File: src/rtl/ps2_key_tracker_if.sv
// Bundles the signals between ps2_key_tracker and the rest of the system:
// the incoming scancode stream, the held-key bitmaps and the event FIFO
// handshake. The master side drives bytes and consumes events; the slave
// side is the tracker.
interface ps2_key_tracker_if;
    logic       code_valid;
    logic [7:0] code;
    logic       code_err;
    logic [4:0] p1keys;
    logic [4:0] p2keys;
    logic       evt_valid;
    logic [4:0] evt_data;
    logic       evt_ready;
    logic       evt_overflow;
    logic       ovf_clr;

    modport master (
        output code_valid, code, code_err, evt_ready, ovf_clr,
        input  p1keys, p2keys, evt_valid, evt_data, evt_overflow
    );

    modport slave (
        input  code_valid, code, code_err, evt_ready, ovf_clr,
        output p1keys, p2keys, evt_valid, evt_data, evt_overflow
    );
endinterface

File: src/rtl/ps2_key_tracker.sv
// PS/2 scancode decoder for a two-player keyboard layout. Tracks which game
// keys are held for each player, and reports every real key transition as an
// event through a small FIFO. Keyboard self-test / overrun bytes release all
// held keys and report a break event for each of them.
module ps2_key_tracker #(
    parameter int TIMEOUT_CYCLES = 25000,
    parameter int FIFO_DEPTH     = 4
) (
    input logic              clk,
    input logic              rst_n,
    ps2_key_tracker_if.slave bus
);
    localparam int CNT_W = $clog2(TIMEOUT_CYCLES + 1);
    localparam int PTR_W = $clog2(FIFO_DEPTH);

    typedef enum logic [1:0] {IDLE, EXT, BRK, EXT_BRK} state_t;

    state_t           state;
    logic [CNT_W-1:0] tmo_cnt;
    logic [9:0]       keys;        // {p2keys, p1keys}
    logic [9:0]       flush_mask;  // keys still owed a break event after a reset byte

    logic       flushing;
    logic       accept;
    logic       good;
    logic       is_reset_code;
    logic       is_ext;
    logic       map_hit;
    logic       map_player;
    logic [2:0] map_idx;
    logic [3:0] key_pos;
    logic [9:0] key_mask;
    logic       key_held;
    logic       decode_now;
    logic       decode_make;
    logic       key_change;
    logic [3:0] flush_pos;
    logic       flush_player;
    logic [2:0] flush_idx;
    logic       push_req;
    logic [4:0] push_data;

    // While break events for a reset byte are being emitted, incoming bytes are discarded.
    assign flushing      = |flush_mask;
    assign accept        = bus.code_valid && !flushing;
    assign good          = accept && !bus.code_err;
    assign is_reset_code = (bus.code == 8'hAA) || (bus.code == 8'hFC) ||
                           (bus.code == 8'h00) || (bus.code == 8'hFF);
    assign is_ext        = (state == EXT) || (state == EXT_BRK);

    // Map the current byte to a player/key, honouring the extended prefix.
    always_comb begin
        // NOTE: every combinational output gets a default first so no path leaves it unassigned (no latch).
        map_hit    = 1'b0;
        map_player = 1'b0;
        map_idx    = 3'd0;
        if (is_ext) begin
            unique case (bus.code)
                8'h75:   begin map_hit = 1'b1; map_idx = 3'd0; end
                8'h6B:   begin map_hit = 1'b1; map_idx = 3'd1; end
                8'h74:   begin map_hit = 1'b1; map_idx = 3'd2; end
                8'h72:   begin map_hit = 1'b1; map_idx = 3'd3; end
                default: ;
            endcase
        end else begin
            unique case (bus.code)
                8'h29:   begin map_hit = 1'b1; map_idx = 3'd4; end
                8'h1D:   begin map_hit = 1'b1; map_player = 1'b1; map_idx = 3'd0; end
                8'h1C:   begin map_hit = 1'b1; map_player = 1'b1; map_idx = 3'd1; end
                8'h1B:   begin map_hit = 1'b1; map_player = 1'b1; map_idx = 3'd2; end
                8'h23:   begin map_hit = 1'b1; map_player = 1'b1; map_idx = 3'd3; end
                8'h0D:   begin map_hit = 1'b1; map_player = 1'b1; map_idx = 3'd4; end
                default: ;
            endcase
        end
    end

    assign key_pos  = map_player ? ({1'b0, map_idx} + 4'd5) : {1'b0, map_idx};
    assign key_mask = 10'd1 << key_pos;
    assign key_held = |(keys & key_mask);

    // Decide whether this byte is a final make/break byte rather than a prefix.
    always_comb begin
        decode_now  = 1'b0;
        decode_make = 1'b0;
        if (good && !is_reset_code) begin
            unique case (state)
                IDLE: if (bus.code != 8'hE0 && bus.code != 8'hF0) begin
                    decode_now  = 1'b1;
                    decode_make = 1'b1;
                end
                EXT: if (bus.code != 8'hF0) begin
                    decode_now  = 1'b1;
                    decode_make = 1'b1;
                end
                BRK, EXT_BRK: decode_now = 1'b1;
                default: ;
            endcase
        end
    end

    // Repeat makes of a held key and breaks of a released key are not transitions.
    assign key_change = decode_now && map_hit && (decode_make != key_held);

    // Lowest pending bit of the flush mask is the next break event to emit.
    always_comb begin
        flush_pos = 4'd0;
        for (int i = 9; i >= 0; i--) begin
            if (flush_mask[i]) flush_pos = 4'(i);
        end
    end

    assign flush_player = (flush_pos >= 4'd5);
    assign flush_idx    = flush_player ? 3'(flush_pos - 4'd5) : flush_pos[2:0];
    assign push_req     = flushing || key_change;
    assign push_data    = flushing ? {flush_player, flush_idx, 1'b0}
                                   : {map_player, map_idx, decode_make};

    // Prefix FSM, inter-byte timeout, key bitmaps and reset-byte flush sequencing.
    always_ff @(posedge clk or negedge rst_n) begin
        if (!rst_n) begin
            state      <= IDLE;
            tmo_cnt    <= '0;
            keys       <= '0;
            flush_mask <= '0;
        end else begin
            // NOTE: all state here is updated with <= so every branch sees the pre-edge values.
            if (flushing) flush_mask <= flush_mask & (flush_mask - 10'd1);

            if (bus.code_valid) begin
                tmo_cnt <= '0;
            end else if (state != IDLE) begin
                if (tmo_cnt == CNT_W'(TIMEOUT_CYCLES - 1)) begin
                    state   <= IDLE;
                    tmo_cnt <= '0;
                end else begin
                    tmo_cnt <= tmo_cnt + 1'b1;
                end
            end

            if (accept) begin
                if (bus.code_err) begin
                    state <= IDLE;
                end else if (is_reset_code) begin
                    state      <= IDLE;
                    keys       <= '0;
                    flush_mask <= keys;
                end else begin
                    unique case (state)
                        IDLE:    state <= (bus.code == 8'hE0) ? EXT :
                                          (bus.code == 8'hF0) ? BRK : IDLE;
                        EXT:     state <= (bus.code == 8'hF0) ? EXT_BRK : IDLE;
                        default: state <= IDLE;
                    endcase
                end
                if (key_change) begin
                    keys <= decode_make ? (keys | key_mask) : (keys & ~key_mask);
                end
            end
        end
    end

    assign bus.p1keys = keys[4:0];
    assign bus.p2keys = keys[9:5];

    // Event FIFO: pointers carry one extra wrap bit to tell full from empty.
    logic [4:0]     mem [FIFO_DEPTH];
    logic [PTR_W:0] wr_ptr;
    logic [PTR_W:0] rd_ptr;
    logic           empty;
    logic           full;
    logic           pop;
    logic           push;
    logic           drop;

    assign empty = (wr_ptr == rd_ptr);
    assign full  = (wr_ptr[PTR_W] != rd_ptr[PTR_W]) &&
                   (wr_ptr[PTR_W-1:0] == rd_ptr[PTR_W-1:0]);
    assign pop   = !empty && bus.evt_ready;
    assign push  = push_req && (!full || pop);
    assign drop  = push_req && full && !pop;

    // FIFO pointers and the sticky overflow flag.
    always_ff @(posedge clk or negedge rst_n) begin
        if (!rst_n) begin
            wr_ptr           <= '0;
            rd_ptr           <= '0;
            bus.evt_overflow <= 1'b0;
        end else begin
            if (push) wr_ptr <= wr_ptr + 1'b1;
            if (pop)  rd_ptr <= rd_ptr + 1'b1;
            if (drop)             bus.evt_overflow <= 1'b1;
            else if (bus.ovf_clr) bus.evt_overflow <= 1'b0;
        end
    end

    // Event storage.
    always_ff @(posedge clk) begin
        // NOTE: storage is deliberately not reset; the empty flag masks stale contents.
        if (push) mem[wr_ptr[PTR_W-1:0]] <= push_data;
    end

    assign bus.evt_valid = !empty;
    assign bus.evt_data  = empty ? 5'd0 : mem[rd_ptr[PTR_W-1:0]];
endmodule

File: src/flat_wrapper.sv
// flat-port wrapper written by rule: the top's interface ports become plain ports
module ps2_key_tracker_flat 
#(
    parameter int TIMEOUT_CYCLES = 25000,
    parameter int FIFO_DEPTH     = 4
)
  (clk, rst_n, bus_code_valid, bus_code, bus_code_err, bus_evt_ready, bus_ovf_clr, bus_p1keys, bus_p2keys, bus_evt_valid, bus_evt_data, bus_evt_overflow);
  ps2_key_tracker_if bus_i ();
  input logic clk;
  input logic rst_n;
  input wire logic [$bits(bus_i.code_valid)-1:0] bus_code_valid;
  input wire logic [$bits(bus_i.code)-1:0] bus_code;
  input wire logic [$bits(bus_i.code_err)-1:0] bus_code_err;
  input wire logic [$bits(bus_i.evt_ready)-1:0] bus_evt_ready;
  input wire logic [$bits(bus_i.ovf_clr)-1:0] bus_ovf_clr;
  output wire logic [$bits(bus_i.p1keys)-1:0] bus_p1keys;
  output wire logic [$bits(bus_i.p2keys)-1:0] bus_p2keys;
  output wire logic [$bits(bus_i.evt_valid)-1:0] bus_evt_valid;
  output wire logic [$bits(bus_i.evt_data)-1:0] bus_evt_data;
  output wire logic [$bits(bus_i.evt_overflow)-1:0] bus_evt_overflow;
  assign bus_i.code_valid = bus_code_valid;
  assign bus_i.code = bus_code;
  assign bus_i.code_err = bus_code_err;
  assign bus_i.evt_ready = bus_evt_ready;
  assign bus_i.ovf_clr = bus_ovf_clr;
  assign bus_p1keys = bus_i.p1keys;
  assign bus_p2keys = bus_i.p2keys;
  assign bus_evt_valid = bus_i.evt_valid;
  assign bus_evt_data = bus_i.evt_data;
  assign bus_evt_overflow = bus_i.evt_overflow;
  ps2_key_tracker #(.TIMEOUT_CYCLES(TIMEOUT_CYCLES), .FIFO_DEPTH(FIFO_DEPTH)) u_core (.clk(clk), .rst_n(rst_n), .bus(bus_i));
endmodule
File: config.mk
export PLATFORM = sky130hd
export DESIGN_NAME = ps2_key_tracker_flat
export DESIGN_NICKNAME = d
export VERILOG_FILES = /design/src/rtl/ps2_key_tracker_if.sv /design/src/rtl/ps2_key_tracker.sv /design/src/flat_wrapper.sv
export SDC_FILE = /design/constraint.sdc
export NUM_CORES = 1
export LEC_CHECK = 0
export CAP_MARGIN = 5
export CORE_MARGIN = 2
export CORE_UTILIZATION = 35
export CTS_CLUSTER_DIAMETER = 80
export DETAILED_ROUTE_END_ITERATION = 12
export DONT_BUFFER_PORTS = 1
export RECOVER_POWER = 50
export SLEW_MARGIN = 20
export SYNTH_ARGS = -nofsm -noshare
export SYNTH_HDL_FRONTEND = slang
export SYNTH_SLANG_ARGS = --single-unit
File: constraint.sdc
create_clock -name clk -period 3.44 [get_ports clk]
set_input_delay 0.688 -clock clk [delete_from_list [all_inputs] [get_ports clk]]
set_output_delay 0.688 -clock clk [all_outputs]
set_load 0.005 [all_outputs]
==> flow_metrics.tcl, run 1 <==
set metrics [dict create \
    grt_max_degree 45 \
    cts_buffers 9 \
    finalSetupViolCount 0 \
    clockRootBuffer "clkbuf_16" \
    run_status "completed" \
    combPwrFrac_pct 19.1 \
    clkPwrFrac_pct 39.4 \
    p_int_mw 1.73 \
    max_slew_margin_pct 43.9 \
    ios 31 \
    hold_path_class "input pin to asynchronous set/reset pin" \
    synth_xor_area_share_pct 3.44 \
    wl_per_cell_um 16.9 \
    holdWs_ps 54.9 \
    worst-path-max-fanout 10 \
    period_needed_ps 3340 \
    tns_ps 0 \
    drt_iter0_drc 197 \
    port_buffers 0 \
    muxShareOfSynthArea_pct 4.33 \
    ys_ff_latch 64 \
    tightest_slew_ps 831 \
    synthToLayoutAreaGrowth_pct 20.8 \
    max_freq_ghz 0.299 \
    p_leak_nw 2.01 \
    dp_hpwl_mm 7.57 \
    end_kind "flip-flop" \
    finClkSkew_ps 7.44 \
    antenna_cells 0 \
    grt_pass1_vias 3343 \
    synth_top_family_by_area "simple AND/OR/NAND/NOR gates" \
    layout_worst_path_cycle_share_pct 97.1 \
    clock_sinks 64 \
    async_reset_ff_share_pct 68.8 \
    antenna_found_initial 0 \
    first_pass_iters 5 \
    crit_type "input pin to flip-flop" \
    synth-seq-area-share_pct 41.8 \
    die_w_um 112 \
    wl_mm 10.4 \
    synth_cells 425 \
    synth-edff-count 20 \
    start_util_pct 35.8 \
    grt_pass1_wl_mm 17.0 \
    viasPerCell 5.63 \
    core_area_mm2 0.0114 \
    maxSlewViolCount 0 \
    avgSynthCellArea_um2 9.58 \
    critPathArrivalTime_ps 3550 \
    route.vias.total 3456 \
    chipHeight_um 112 \
    syn_area_mm2 0.00407 \
    swShare_pct 29.0 \
    post-route-drc-count 0 \
    gp_congestion 0.888 \
    grt_use_total_pct 16.9 \
    ys_warn_count 0 \
    clkSlewWorstSetupHoldPaths_ps 60 \
    ir_drop_mv 0.276 \
    pwr_density_cell_mw_per_mm2 495 \
    worst_slack_ps 101 \
    synth_compound_area_share_pct 16.0 \
    clk_path_buf_depth 2 \
    ys.flop_type "dfrtp_1" \
    synthDistinctLibCells 82 \
    grt-ovfl-total 0 \
    maxCapViolations 0 \
    dp_slack_ps -330 \
    die-area_mm2 0.0125 \
    synthAdderAreaFrac_pct 2.77 \
    nets 489 \
    hold_viol_final 0 \
    startpoint_type "input pin" \
    htree_levels 3 \
    required_ps 3650 \
    synthSimpleGateAreaFrac_pct 26.8 \
    seq_power_share_pct 41.5 \
    synth_nets 448 \
    drive_gt1_share_pct 22.5 \
    rows 39 \
    clk_latency_ps 320 \
    cts_tree "yes" \
    power.switching_uw 707 \
    ant_nets 0 \
]
## cells by family after synthesis
group,after synthesis
AND/OR/NAND/NOR,190
multiplexers,11
AO/OA/AOI/OAI,93
flip-flops,64
XOR/XNOR,16
buffers and inverters,42
adder cells (fa/ha/maj),9
## sequential cells by signal, indices dropped and copies added (netlist names)
register,flops
u_core.wr_ptr,3
u_core.tmo_cnt,15
u_core.mem,20
u_core.bus.evt_overflow,1
u_core.flush_mask,10
u_core.state,2
u_core.rd_ptr,3
u_core.keys,10
## cell type report
type	count	area [um2]
Clock buffer	10	229
Clock inverter	6	85.1
Fill cell	1087	6450
Inverter	26	97.6
Multi-Input combinational cell	321	2300
Sequential cell	64	1700
Tap cell	143	179
Timing Repair Buffer	44	323
## timing repair
item | CTS | global route
setup endpoints to repair | 0 | 32
gates resized for setup | 0 | 7
setup buffers | 0 | 2
hold buffers | 0 | 0
## critical path, stage by stage
cell and delay, ps:
and4b_1 190, and3b_2 200, o21ai_2 200, mux2i_4 110, ha_4 270, inv_1 30, a311o_1 330, and3_1 190
o21ai_2 190, a21oi_4 100, o41a_1 520, nand3_4 190, mux2_1 340
## Yosys cell counts, drive strengths merged (9+ instances only)
cell,count,area share (%)
nor4,10,1.8
a31oi,10,1.5
a21oi,14,1.9
nand2,52,4.9
xnor2,12,2.6
nand3,18,2.5
inv,25,2.3
dfrtp,44,27
nand2b,9,1.4
nor3,16,2.2
edfxtp,20,15
ha,9,2.8
nor2,29,2.7
and3,15,2.4
o21ai,33,4.2
## metrics by stage
stage	power (mW)	instances	instance area, um2	util (%)
after floorplan	1.37	425	4170	-
after global placement	1.47	594	4560	40.1
after detailed placement	1.49	594	4560	40.1
after CTS	2.45	610	4870	42.9
after global routing	2.56	614	4920	43.2
final	2.43	614	4920	43.2
## power groups by stage
| stage | combinational, mW | sequential (mW) | clock [mW] |
|---|---|---|---|
| 6_report | 0.464 | 1.01 | 0.960 |
| 5_1_grt | 0.519 | 1.03 | 1.01 |
| 4_1_cts | 0.462 | 1.02 | 0.976 |
| 2_1_floorplan | 0.425 | 0.941 | 0 |
| 3_5_place_dp | 0.458 | 1.03 | 0 |
| 3_3_place_gp | 0.443 | 1.03 | 0 |
## cells in the final DEF, fill, tap and decap left out, types with 3 or more instances in the layout
cell	Yosys	layout
a21oi_1	12	12
buf_4	3	40
o21ai_0	20	19
o31ai_1	4	4
or3_1	3	3
and2_1	5	3
clkbuf_1	6	4
o21ai_1	12	10
nand4_1	4	4
edfxtp_1	20	20
nor4b_1	3	3
nor3_1	14	14
o21ai_2	1	4
and3_2	4	4
nand2b_1	9	9
mux4_2	5	5
xor2_1	4	4
dfrtp_1	44	44
inv_1	25	24
nor2_1	28	25
ha_1	9	8
a31oi_1	10	10
nor2b_1	6	6
nand2_1	51	51
nor4_1	8	9
a22o_1	3	3
clkbuf_16	0	9
nand3_1	16	16
xnor2_1	12	12
and3_1	11	11
nor2_4	0	3
## worst paths after layout
check | from | end | slack, ps | depth (start not counted)
setup / recovery | bus_code[5] | u_core.wr_ptr[1] | 100 | 13
hold / removal | rst_n | u_core.tmo_cnt[10] | 50 | 0
setup reg to reg | u_core.flush_mask[0] | u_core.keys[6] | 290 | 12
hold reg to reg | u_core.wr_ptr[2] | u_core.wr_ptr[2] | 480 | 1
max in group asynchronous | rst_n | u_core.flush_mask[3] | 3290 | 0
min in group clk | bus_ovf_clr | u_core.bus.evt_overflow | 470 | 1
## per-layer routing
| metal | global-route usage, % | wire (um) | vias up |
|---|---|---|---|
| li1 | - | - | 1664 |
| met1 | 22.4 | 4710 | 1684 |
| met2 | 27.7 | 4970 | 94 |
| met3 | 3.05 | 498 | 14 |
| met4 | 6.17 | 191 | 0 |
| met5 | 0 | 0 | - |
Note: power is estimated with default switching activity, not from simulation.
==> run 2: changes to the inputs <==
Settings changed: CTS_BUF_LIST from default to sky130_fd_sc_hd__clkbuf_8.
==> run 2 against run 1 <==
Effect of this change: final cell count fell by 0.33%; critical path type unchanged; largest power group unchanged; sequential power is essentially flat; register-to-register slack about the same.
==> flow_metrics.tcl, run 2 (synthesis gave the netlist of run 1 again) <==
set metrics [dict create \
    layout.cells.non_filler 612 \
    crit_type "input pin to flip-flop" \
    die_w_um 112 \
    worst-path-max-fanout 9 \
    grt_pass1_wl_mm 16.9 \
    grt_max_degree 45 \
    gp_congestion 0.888 \
    p_int_mw 1.50 \
    startpoint_type "input pin" \
    drt_iter0_drc 219 \
    antenna_cells 0 \
    cts_buffers 9 \
    ant_nets 0 \
    wl_per_cell_um 16.7 \
    period_needed_ps 3320 \
    finClkSkew_ps 11.4 \
    critPathArrivalTime_ps 3530 \
    ios 31 \
    port_buffers 0 \
    place_inst 594 \
    wl_mm 10.2 \
    tightest_slew_ps 822 \
    rows 39 \
    postCtsSetupBuffers 0 \
    grt_pass1_vias 3331 \
    swShare_pct 31.1 \
    pwr_density_cell_mw_per_mm2 452 \
    post-route-util_pct 42.2 \
    clkSlewWorstSetupHoldPaths_ps 80 \
    rr_worst_depth 12 \
    place_area_mm2 0.00456 \
    mostFrequentLayoutCells "51 x nand2_1, 44 x dfrtp_1, 39 x buf_4" \
    ir_drop_mv 0.243 \
    power.total_mw 2.17 \
    mostFrequentLayoutCell "nand2_1" \
    grt_use_total_pct 16.5 \
    clk_path_buf_depth 2 \
    clockRootBuffer "clkbuf_8" \
    largest_reg_flops 20 \
    core_area_mm2 0.0114 \
    max_slew_margin_pct 44.5 \
    layout_worst_path_cycle_share_pct 96.6 \
    max_freq_ghz 0.301 \
    first_pass_iters 5 \
    r2r_slack_ps 290 \
    required_ps 3640 \
    clk_latency_ps 340 \
    viasPerCell 5.58 \
    power.switching_uw 674 \
    end_kind "flip-flop" \
    final_cell_area_mm2 0.00480 \
    hold_path_class "input pin to asynchronous set/reset pin" \
    r2r-end "u_core.keys[4]" \
    finalSetupViolCount 0 \
    antenna_found_initial 0 \
    chipHeight_um 112 \
    hold_viol_final 0 \
    r2r_start "u_core.flush_mask[1]" \
    clkPwrFrac_pct 32.2 \
    combPwrFrac_pct 21.3 \
    die-area_mm2 0.0125 \
    run_status "completed" \
    drive_gt1_share_pct 22.2 \
    grt-ovfl-total 0 \
    p_leak_nw 1.96 \
    synthToLayoutAreaGrowth_pct 17.9 \
    htree_levels 3 \
    cts_tree "yes" \
    dp_slack_ps -330 \
    clock_sinks 64 \
    maxSlewViolCount 0 \
    seq_power_share_pct 46.5 \
    post-route-drc-count 0 \
    maxCapViolations 0 \
    start_util_pct 35.8 \
    route.vias.total 3416 \
    worst_slack_ps 116 \
    dp_hpwl_mm 7.57 \
    nets 487 \
]
run 2: worst max-delay path by stage:
stage                start                to  slack [ps]
3_5_place_dp   bus_code[7]    u_core.keys[9]        -330
3_3_place_gp   bus_code[7]    u_core.keys[5]        -300
2_1_floorplan  bus_code[5]  u_core.mem[0][0]        -270
5_1_grt        bus_code[5]  u_core.mem[0][1]         -10
6_report       bus_code[6]    u_core.keys[4]         120
4_1_cts        bus_code[7]    u_core.keys[9]          20
run 2: layout make-up:
cell class,instances,area [um2]
multi-input cells,321,2300
inverters,26,97.6
repair buffers,42,304
well taps,143,179
fillers,1096,6570
flip-flops and latches,64,1700
clock buffers,9,124
clock inverters,7,88.8
run 2: layer usage:
layer	wire length (um)	vias to the layer above	track usage, %
met1	4750	1635	22.3
li1	-	1660	-
met2	4770	105	27.2
met3	525	16	2.72
met4	188	0	5.43
met5	0	-	0
run 2: critical path: stages:
cell and delay [ps]:
nor4b_4 320, a21oi_1 160, a22oi_2 310, ha_4 180, inv_1 30, a311o_1 330, a222oi_1 380, nor3_2 120
buf_4 170, or4_4 480, a31oi_1 250, o21ai_1 100
run 2: metrics by stage:
stage	hold WS [ps]	setup TNS (ps)
CTS	25.4	0
finish	40.7	0
detailed placement	395	-7980
global route	18.6	-36.5
floorplan	392	-6950
global placement	395	-7450
run 2: timing repair:
action                     CTS  global route
gates resized for setup      0             6
setup endpoints to repair    0            31
hold buffers                 0             0
run 2: power by group through the flow:
stage          clock [mW]  combinational (mW)  sequential (mW)
2_1_floorplan           0               0.425            0.941
3_3_place_gp            0               0.443             1.03
3_5_place_dp            0               0.458             1.03
4_1_cts             0.714               0.461             1.01
5_1_grt             0.753               0.515             1.02
6_report            0.700               0.462             1.01
==> run 3: changes to the inputs <==
Settings changed: PLACE_DENSITY from default to 0.62, REMOVE_ABC_BUFFERS from default to 1.
==> run 3 against run 2 <==
Effect of this change: fmax down 2.8%; first-iteration DRC count down 33%; register-to-register slack worse by 30 ps; largest cell class unchanged; highest routed layer unchanged.
==> flow_metrics.tcl, run 3 (synthesis gave the netlist of run 1 again) <==
set metrics [dict create \
    run_status "completed" \
    finClkSkew_ps 8.09 \
    maxCapViolations 0 \
    viasPerCell 5.49 \
    grt_use_total_pct 16.4 \
    antenna_cells 0 \
    mostFrequentLayoutCells "53 x buf_4, 51 x nand2_1, 44 x dfrtp_1" \
    rr_worst_depth 11 \
    clkPwrFrac_pct 28.5 \
    rows 39 \
    clockRootBuffer "clkbuf_8" \
    required_ps 3500 \
    layout.cells.non_filler 621 \
    drt_iter0_drc 146 \
    post-route-drc-count 0 \
    swShare_pct 31.5 \
    clk_latency_ps 350 \
    crit_chain "nor4b_4, buf_4, nand2_2, and2_4, mux2i_2, ha_2, inv_2, a311o_1, a222oi_1, nor3_2, a221oi_4, nand3_2, nor2_1, buf_4" \
    worst-path-max-fanout 9 \
    seq_power_share_pct 49.3 \
    post-route-util_pct 42.0 \
    layout_worst_path_cycle_share_pct 99.4 \
    hold_path_class "input pin to asynchronous set/reset pin" \
    finalSetupViolCount 0 \
    crit_type "input pin to flip-flop" \
    period_needed_ps 3420 \
    largest_reg_flops 20 \
    fillers 1122 \
    critPathArrivalTime_ps 3480 \
    startpoint "bus_code[6]" \
    startpoint_type "input pin" \
    first_pass_iters 4 \
    pwr_density_cell_mw_per_mm2 425 \
    clkSlewWorstSetupHoldPaths_ps 70 \
    die-area_mm2 0.0125 \
    multiInputGateArea_mm2 0.00222 \
    wl_mm 10.0 \
    hold_viol_final 0 \
    worst_slack_ps 20.5 \
    grt_pass1_wl_mm 16.6 \
    power.switching_uw 639 \
    holdWs_ps 29.2 \
    max_freq_ghz 0.292 \
    dp_hpwl_mm 7.32 \
    cp_top_family "compound AO/OA/AOI/OAI gates" \
    slowest_stage "a222oi_1" \
    regArea_mm2 0.00170 \
    chipHeight_um 112 \
    gp_congestion 0.895 \
    r2r_start "u_core.state[0]" \
    crit_path_max_incr_delay_ps 400 \
    wl_per_cell_um 16.1 \
    dp_slack_ps -484 \
    power.total_mw 2.03 \
    critPathBufInv 3 \
    clk_path_buf_depth 2 \
    r2r-end "u_core.mem[1][0]" \
    place_inst 597 \
    p_int_mw 1.39 \
    htree_levels 3 \
    r2r_slack_ps 260 \
    route.vias.total 3407 \
    end_kind "flip-flop" \
    start_util_pct 35.8 \
    antenna_found_initial 0 \
    hold_buffers 0 \
    die_w_um 112 \
    crit_top_cell "buf_4" \
    combPwrFrac_pct 22.1 \
    core_area_mm2 0.0114 \
    clock_sinks 64 \
    cts_tree "yes" \
    grt_setup_unrepaired "true" \
    port_buffers 0 \
    p_leak_nw 2.01 \
    drive_gt1_share_pct 23.4 \
    mostFrequentLayoutCell "buf_4" \
    max_slew_margin_pct 42.8 \
    nets 496 \
    grt_pass1_vias 3303 \
    ir_drop_mv 0.228 \
    ios 31 \
    cts_buffers 9 \
    grt_max_degree 45 \
    synthToLayoutAreaGrowth_pct 17.3 \
    maxSlewViolCount 0 \
    grt-ovfl-total 0 \
    tightest_slew_ps 852 \
    ant_nets 0 \
]
run 3: changes by cell type in the layout (fill, tap and decap cells not counted), sizes merged:
cell	change
a31o	-1
buf	+14
bufinv	-2
clkbuf	-1
clkinv	-1
inv	+1
or4	-1
run 3: layout make-up:
type / count / share of cell area, %
Clock buffer: 11 / 3.17
Clock inverter: 5 / 0.524
Inverter: 26 / 2.04
Multi-Input combinational cell: 319 / 46.6
Sequential cell: 64 / 35.6
Tap cell: 143 / 3.75
Timing Repair Buffer: 53 / 8.33
run 3: worst max path at each step:
stage	to	slack (ps)	cells after the start
global route	u_core.mem[1][0]	-80	14
finish	u_core.mem[1][0]	20	14
detailed placement	u_core.mem[1][0]	-480	14
CTS	u_core.mem[1][0]	6	15
global placement	u_core.mem[1][2]	-380	13
floorplan	u_core.mem[0][0]	-640	13
run 3: what timing repair did:
| action | 4_1_cts | 5_1_grt |
|---|---|---|
| gates resized for setup | 3 | 10 |
| pin swaps | 7 | 5 |
| cloned | 0 | 0 |
| setup endpoints to repair | 31 | 34 |
| buffers inserted | 5 | 3 |
run 3: through the flow:
step                      setup TNS, ps  area, um2
after floorplan                  -16140       3970
after global placement           -11550       4500
after detailed placement         -14400       4500
after CTS                             0       4720
after global routing              -1560       4780
final                                 0       4780
run 3: power by group through the flow:
stage | sequential [mW] | combinational (mW) | clock, mW
floorplan | 0.967 | 0.350 | 0
global placement | 1.01 | 0.433 | 0
detailed placement | 1.02 | 0.446 | 0
CTS | 1.00 | 0.450 | 0.596
global route | 1.02 | 0.508 | 0.628
finish | 1.00 | 0.449 | 0.578
run 3: routing by layer:
layer	vias to the layer above	part of all wire [%]	GRT usage [%]
met5	-	0	0
met4	0	2.4	6.75
met3	22	2.8	2.94
met2	53	49	27.0
met1	1663	46	21.4
li1	1669	-	-
